## src/rtl/uart_tx.sv

```systemverilog
// uart_tx: UART serialiser (start, LSB-first data, optional parity, stop) paced by a 16x s_tick.
// Define UART_TX_PARITY_EN to insert a parity bit after the data; ODD_PARITY then selects its sense.
module uart_tx #(
    parameter int DBIT       = 8,
    parameter int S_TICK     = 16,
    parameter int SB_TICK    = 16,
    parameter int ODD_PARITY = 0
) (
    input  logic            clk,
    input  logic            reset_n,
    input  logic            s_tick,
    input  logic            tx_start,
    input  logic [DBIT-1:0] tx_data,
    output logic            tx,
    output logic            tx_ready,
    output logic            tx_done
);
    localparam int MAXT = (S_TICK > SB_TICK) ? S_TICK : SB_TICK;
    localparam int SW   = (MAXT > 1) ? $clog2(MAXT) : 1;
    localparam int NW   = (DBIT > 1) ? $clog2(DBIT) : 1;
    localparam logic [SW-1:0] S_LAST  = SW'(S_TICK - 1);
    localparam logic [SW-1:0] SB_LAST = SW'(SB_TICK - 1);
    localparam logic [NW-1:0] N_LAST  = NW'(DBIT - 1);

    if (ODD_PARITY != 0 && ODD_PARITY != 1) begin : g_bad_odd
        $error("uart_tx: ODD_PARITY must be 0 or 1");
    end

    typedef enum logic [2:0] {
        IDLE,
        START,
        DATA,
`ifdef UART_TX_PARITY_EN
        PARITY,
`endif
        STOP
    } state_t;

    state_t          r_state, w_state;
    logic [SW-1:0]   r_s, w_s;
    logic [NW-1:0]   r_n, w_n;
    logic [DBIT-1:0] r_b, w_b;
    logic            r_tx, w_tx;
    logic            r_done, w_done;
`ifdef UART_TX_PARITY_EN
    logic            r_par, w_par;
`endif

    always_ff @(posedge clk or negedge reset_n) begin
        if (!reset_n) begin
            r_state <= IDLE;
            r_s     <= '0;
            r_n     <= '0;
            r_b     <= '0;
            r_tx    <= 1'b1;
            r_done  <= 1'b0;
`ifdef UART_TX_PARITY_EN
            r_par   <= 1'b0;
`endif
        end else begin
            r_state <= w_state;
            r_s     <= w_s;
            r_n     <= w_n;
            r_b     <= w_b;
            r_tx    <= w_tx;
            r_done  <= w_done;
`ifdef UART_TX_PARITY_EN
            r_par   <= w_par;
`endif
        end
    end

    always_comb begin
        w_state = r_state;
        w_s     = r_s;
        w_n     = r_n;
        w_b     = r_b;
        w_tx    = r_tx;
        w_done  = 1'b0;
`ifdef UART_TX_PARITY_EN
        w_par   = r_par;
`endif
        case (r_state)
            IDLE: begin
                w_tx = 1'b1;
                if (tx_start) begin
                    w_b     = tx_data;
                    w_s     = '0;
                    w_tx    = 1'b0;
                    w_state = START;
`ifdef UART_TX_PARITY_EN
                    w_par   = 1'(ODD_PARITY);
`endif
                end
            end
            START: begin
                if (s_tick) begin
                    if (r_s == S_LAST) begin
                        w_s     = '0;
                        w_n     = '0;
                        w_tx    = r_b[0];
                        w_state = DATA;
                    end else begin
                        w_s = r_s + SW'(1);
                    end
                end
            end
            DATA: begin
                if (s_tick) begin
                    if (r_s == S_LAST) begin
                        w_s = '0;
                        w_b = r_b >> 1;
`ifdef UART_TX_PARITY_EN
                        w_par = r_par ^ r_b[0];
`endif
                        if (r_n == N_LAST) begin
`ifdef UART_TX_PARITY_EN
                            w_tx    = r_par ^ r_b[0];
                            w_state = PARITY;
`else
                            w_tx    = 1'b1;
                            w_state = STOP;
`endif
                        end else begin
                            w_n  = r_n + NW'(1);
                            w_tx = w_b[0];
                        end
                    end else begin
                        w_s = r_s + SW'(1);
                    end
                end
            end
`ifdef UART_TX_PARITY_EN
            PARITY: begin
                if (s_tick) begin
                    if (r_s == S_LAST) begin
                        w_s     = '0;
                        w_tx    = 1'b1;
                        w_state = STOP;
                    end else begin
                        w_s = r_s + SW'(1);
                    end
                end
            end
`endif
            STOP: begin
                w_tx = 1'b1;
                if (s_tick) begin
                    if (r_s == SB_LAST) begin
                        w_s     = '0;
                        w_done  = 1'b1;
                        w_state = IDLE;
                    end else begin
                        w_s = r_s + SW'(1);
                    end
                end
            end
            default: begin
                w_state = IDLE;
                w_tx    = 1'b1;
            end
        endcase
    end

    assign tx       = r_tx;
    assign tx_done  = r_done;
    assign tx_ready = (r_state == IDLE);
endmodule

```

## config.mk

```make
export PLATFORM = sky130hd
export DESIGN_NAME = uart_tx
export DESIGN_NICKNAME = d
export VERILOG_FILES = /design/src/rtl/uart_tx.sv
export SDC_FILE = /design/constraint.sdc
export NUM_CORES = 1
export LEC_CHECK = 0
export ABC_AREA = 1
export BUFFER_PORTS_ARGS = -buffer_cell sky130_fd_sc_hd__buf_2
export CORE_UTILIZATION = 43
export DETAILED_ROUTE_END_ITERATION = 7
export GPL_TIMING_DRIVEN = 1
export PLACE_DENSITY = 0.68
export SYNTH_ARGS = -nofsm -noshare
export SYNTH_HDL_FRONTEND = slang
export SYNTH_SLANG_ARGS = --single-unit
```

## constraint.sdc

```tcl
create_clock -name clk -period 2 [get_ports clk]
set_clock_uncertainty 0.15 [all_clocks]
set_input_delay 0.4 -clock clk [delete_from_list [all_inputs] [get_ports clk]]
set_output_delay 0.4 -clock clk [all_outputs]
set_load 0.02 [all_outputs]
```

* After elaboration in Yosys (flattened, before gate mapping)
Cells that the tools add are included.
** Storage, ports and cells
- Bits in registers :: 20
- Bits of input ports :: 12
- Output and inout bits :: 3
- Logic and storage cells :: 64
** Cells by class
- $add $sub $neg :: 2
- Equality and inequality tests :: 15
- Muxes and demuxes :: 31
- Reductions and logical operators :: 10
** Operator list (count)
- two-way mux 3 bit :: 11
- two-way mux 8 bit :: 3
- != test 2 bit (second input constant) :: 9
- one-hot mux 8 bit (2 select lines) :: 1
- two-way mux 4 bit :: 3
- one-hot mux 3 bit (4 select lines) :: 1
- two-way mux 1 bit :: 9
- one-hot mux 4 bit (2 select lines) :: 1
- AND reduction 4 bit :: 2
- AND reduction 8 bit :: 1
- == test 3 x 2 -> 1 bit (second input constant) :: 2
- one-hot mux 3 bit (2 select lines) :: 1
- AND reduction 6 bit :: 1
- nonzero test 2 bit :: 3
- adder 4 x 1 -> 4 bit (second input constant) :: 1
- == test 4 bit (second input constant) :: 1
- adder 3 x 1 -> 3 bit (second input constant) :: 1
- == test 3 x 1 -> 1 bit (second input constant) :: 1
- == test 3 bit (second input constant) :: 1
- logical NOT 3 bit :: 1
- one-hot mux 1 bit (3 select lines) :: 1
- AND reduction 3 bit :: 1
- OR reduction 3 bit :: 1
- != test 2 x 1 -> 1 bit (second input constant) :: 1

* Depth between registers and ports, before layout
- Word-level depth :: 5
- Mapped depth :: 9
- Depth with buffers taken out :: 9

* Worst setup path before layout
No wires, ideal clock.
- Path type :: register to register
- Start point :: reg r_state[0]
- End point :: reg r_b[4]
- Library setup time :: 122 ps
- Arrival :: 1442 ps
- Required time :: 1728 ps
- Setup slack :: 287 ps
- Cell stages (with the launch flop) :: 10
- Path buffers :: 1
- Period minus slack after synthesis :: 1713 ps
- Cells stage by stage :: dfrtp_1 > inv_1 > ha_1 > nand2_1 > nand2_2 > nor2_2 > nand2_4 > buf_6 > nand2_2 > o21ai_2
** Between the ends
- Longest elaborated chain between the ends :: 3
- Elaborated cells on any way between the ends :: 8
- Those cells by class :: 4 x eq/ne; 1 x mux; 3 x reduce/logical
** Ends and longest elaborated chain
- start: declaration :: line 39 : state_t r_state, w_state;
- start signal: assignment :: line 61 : r_state <= w_state;
- logical NOT 3 bit *
- named net tx_ready :: line 15 : output logic tx_ready,
- != test 2 bit (no source line) or nonzero test 2 bit (tied branches)
- AND reduction 4 bit (no source line)
- end signal: assignment :: line 64 : r_b <= w_b;
- end: declaration :: line 42 : logic [DBIT-1:0] r_b, w_b;
The timed path passes the listed nets; every way through them passes the cells marked *.
A chain may end at the register's enable or synchronous reset.

* Worst setup path after layout
- Start point :: reg r_state[1]
- End point :: out tx_ready
** Between the ends
- Longest elaborated chain between the ends :: 1
** Ends and longest elaborated chain
- logical NOT 3 bit :: line 167 : assign tx_ready = (r_state == IDLE);
- end: declaration :: line 15
No other way between the ends.

==> flow_summary.json <==
{
  "ys_types": 25,
  "syn_inst": 123,
  "crit_slowest_cell": "dfrtp_1",
  "core_um2": 2450,
  "cp-start-kind": "register",
  "worstPathRequired_ns": 1.45,
  "drtIter0Drc": 7,
  "grt_pass1_wl_mm": 3.37,
  "grt.total_usage_pct": 17.1,
  "setup_ws_ns": 0.103,
  "crit_type": "register to output port",
  "n_antenna_cell": 0,
  "setup_violations": 0,
  "place_ws_ns": 0.184,
  "syn_area_um2": 1110,
  "cts_root_buf": "clkbuf_4",
  "slew_viol_final": 0,
  "status": "completed",
  "cts_setup_buffers": 0,
  "synth-seq-cells": 19,
  "maxCapViolations": 0,
  "min_period_over_period_pct": 94.8,
  "cts_sinks": 19,
  "synth_fp_nets": 143,
  "detail_route.first_pass.iterations": 4,
  "layout_min_cycle_time_ns": 1.90,
  "final_antenna_net_count": 0,
  "p_per_area_nw_per_um2": 1420,
  "yosys.area.top_type": "dfrtp_1",
  "critical_path.max_stage_delay_ns": 0.45,
  "dieArea_um2": 2780,
  "grt_max_degree": 20,
  "drt-wirelength-per-cell_um": 11.2,
  "gp_congestion": 0.907,
  "detailed_place_hpwl_mm": 1.48,
  "use_met2_pct": 28.3,
  "row_count": 18,
  "synthTopCellsByArea": "dfrtp_1 41%, nand2_1 9.5%, ha_1 9.0%",
  "initial_core_util_pct": 45.1,
  "clkLatencyLatePin_ns": 0.30,
  "grt.met3_usage_pct": 6.67,
  "worstHoldPathType": "input pin to register",
  "drive_gt1_share_pct": 28.9,
  "cts_buffers": 3,
  "worstMarginPinSlew_ns": 0.423,
  "grt_pass1_vias": 813,
  "slew_headroom_pct": 71.8,
  "leakage_nw": 0.644,
  "drc": 0,
  "grt-ovfl-total": 0,
  "critPathCaptureType": "output port",
  "use_met1_pct": 20.4,
  "antenna_found_initial": 0,
  "vias": 841,
  "cts_buffer_depth": 2,
  "top_usage_layer": "met2",
  "holdBufCountCts": 1,
  "yosysTopAreaCellShare_pct": 40.7,
  "worstPathArrival_ns": 1.35,
  "tns_ns": 0,
  "post_cts_resized": 0,
  "dieWidth_um": 52.7,
  "boundaryPins": 15,
  "areaGrowthSynthToFinish_pct": 12.4,
  "die_h_um": 52.7,
  "vdd_drop_max_v": 0.000842,
  "yosys_warnings": 0,
  "final_nets": 163,
  "avgViaCountPerCell": 4.89,
  "finalHoldViolCount": 0,
  "numPortBuffers": 14,
  "ys_seq_area_share_pct": 43.1,
  "cts.htree.levels": 1,
  "finalWirelength_mm": 1.93,
  "avgSynthCellArea_um2": 8.99,
  "path_clk_slew_ns": 0.11,
  "path_cells": "inv_1 > ha_1 > buf_2",
  "rsz0062_at_grt": "no",
  "path_max_fanout": 6,
  "cts_tree": "built",
  "fmax_mhz": 527
}
[routing by layer]
metal  wire (um)  up-vias
li1            -      437
met1         936      383
met2         895       19
met3          80        2
met4          20        0
met5           0        -
[synthesized netlist by cell type (all sizes together)]
cell / n
a21oi: 1
dfrtp: 18
o21ai: 13
nor2: 12
inv: 11
ha: 8
nand4: 2
or2: 2
a22o: 1
a21boi: 1
nand2: 33
xor2: 1
nand3: 10
dfstp: 1
mux2i: 6
clkinv: 1
buf: 2
[placed cells by master (no fill, tap or decap), types with 2 or more instances in the layout]
master / n
nand4_1: 2
mux2i_1: 6
ha_1: 8
buf_2: 14
clkbuf_4: 3
o21ai_0: 4
nand3_1: 8
dfrtp_1: 18
o21ai_2: 8
nor2_1: 10
nand2_1: 28
buf_4: 2
nor2_2: 2
nand3_2: 2
nand2_2: 4
inv_1: 9
inv_2: 2
[kinds of logic after synthesis]
logic type	synth area share, %
and+or+nand+nor	25.0
DFF	43.1
AOI/OAI and AO/OA	10.5
buffers and inverters	6.11
adders and majority gates	9.05
muxes	5.43
xor gates and xnor gates	0.792
[through the flow]
| stage | instance area [um^2] | total power [W] | util [%] | hold slack, ns | cells |
|---|---|---|---|---|---|
| 6_report | 1240 | 0.00176 | 50.7 | 0.195 | 172 |
| 5_1_grt | 1240 | 0.00194 | 50.7 | 0.176 | 172 |
| 4_1_cts | 1240 | 0.00179 | 50.7 | 0.182 | 172 |
| 3_5_place_dp | 1210 | 0.00158 | 49.1 | 0.219 | 167 |
| 3_3_place_gp | 1210 | 0.00154 | 49.1 | 0.215 | 167 |
| 2_1_floorplan | 1110 | 0.00142 | - | -0.0456 | 123 |
[final timing paths]
| kind | start | end | slack, ns | cells after the start |
|---|---|---|---|---|
| max | r_state[1]$_DFFE_PN0P_ | tx_ready | 0.10 | 3 |
| min | tx_data[7] | r_b[7]$_DFFE_PN0P_ | 0.19 | 3 |
| max reg2reg | r_state[0]$_DFFE_PN0P_ | r_b[0]$_DFFE_PN0P_ | 0.18 | 6 |
| min reg2reg | r_n[2]$_DFFE_PN0P_ | r_n[2]$_DFFE_PN0P_ | 0.34 | 2 |
| max in group asynchronous | reset_n | tx$_DFFE_PN1P_ | 0.97 | 2 |
| min in group asynchronous | reset_n | r_s[3]$_DFFE_PN0P_ | 0.40 | 2 |
[report_power, final]
part	switching, W	leakage, nW	total, W	internal [W]
clock network	0.000123	0.0177	0.000198	0.0000745
registers	0.000101	0.244	0.000631	0.000530
logic	0.000570	0.383	0.000934	0.000364
[layout make-up]
| class | count | area (um^2) |
|---|---|---|
| Clock buffer | 3 | 22.5 |
| Clock inverter | 1 | 5.00 |
| Fill cell | 225 | 1210 |
| Inverter | 12 | 45.0 |
| Multi-Input combinational cell | 90 | 562 |
| Sequential cell | 19 | 477 |
| Tap cell | 30 | 37.5 |
| Timing Repair Buffer | 17 | 95.1 |
[state kept, by name, summed over array words and instances, names as in the netlist]
name	flops
r_s	4
tx	1
r_b	8
r_state	2
tx_done	1
r_n	3
[critical path: cells and delay by family (launching register included)]
| family | cells | cell delay, ns |
|---|---|---|
| buf+inv | 2 | 0.31 |
| flops | 1 | 0.45 |
| fa+ha+maj | 1 | 0.28 |
(Power assumes the default switching activity.)
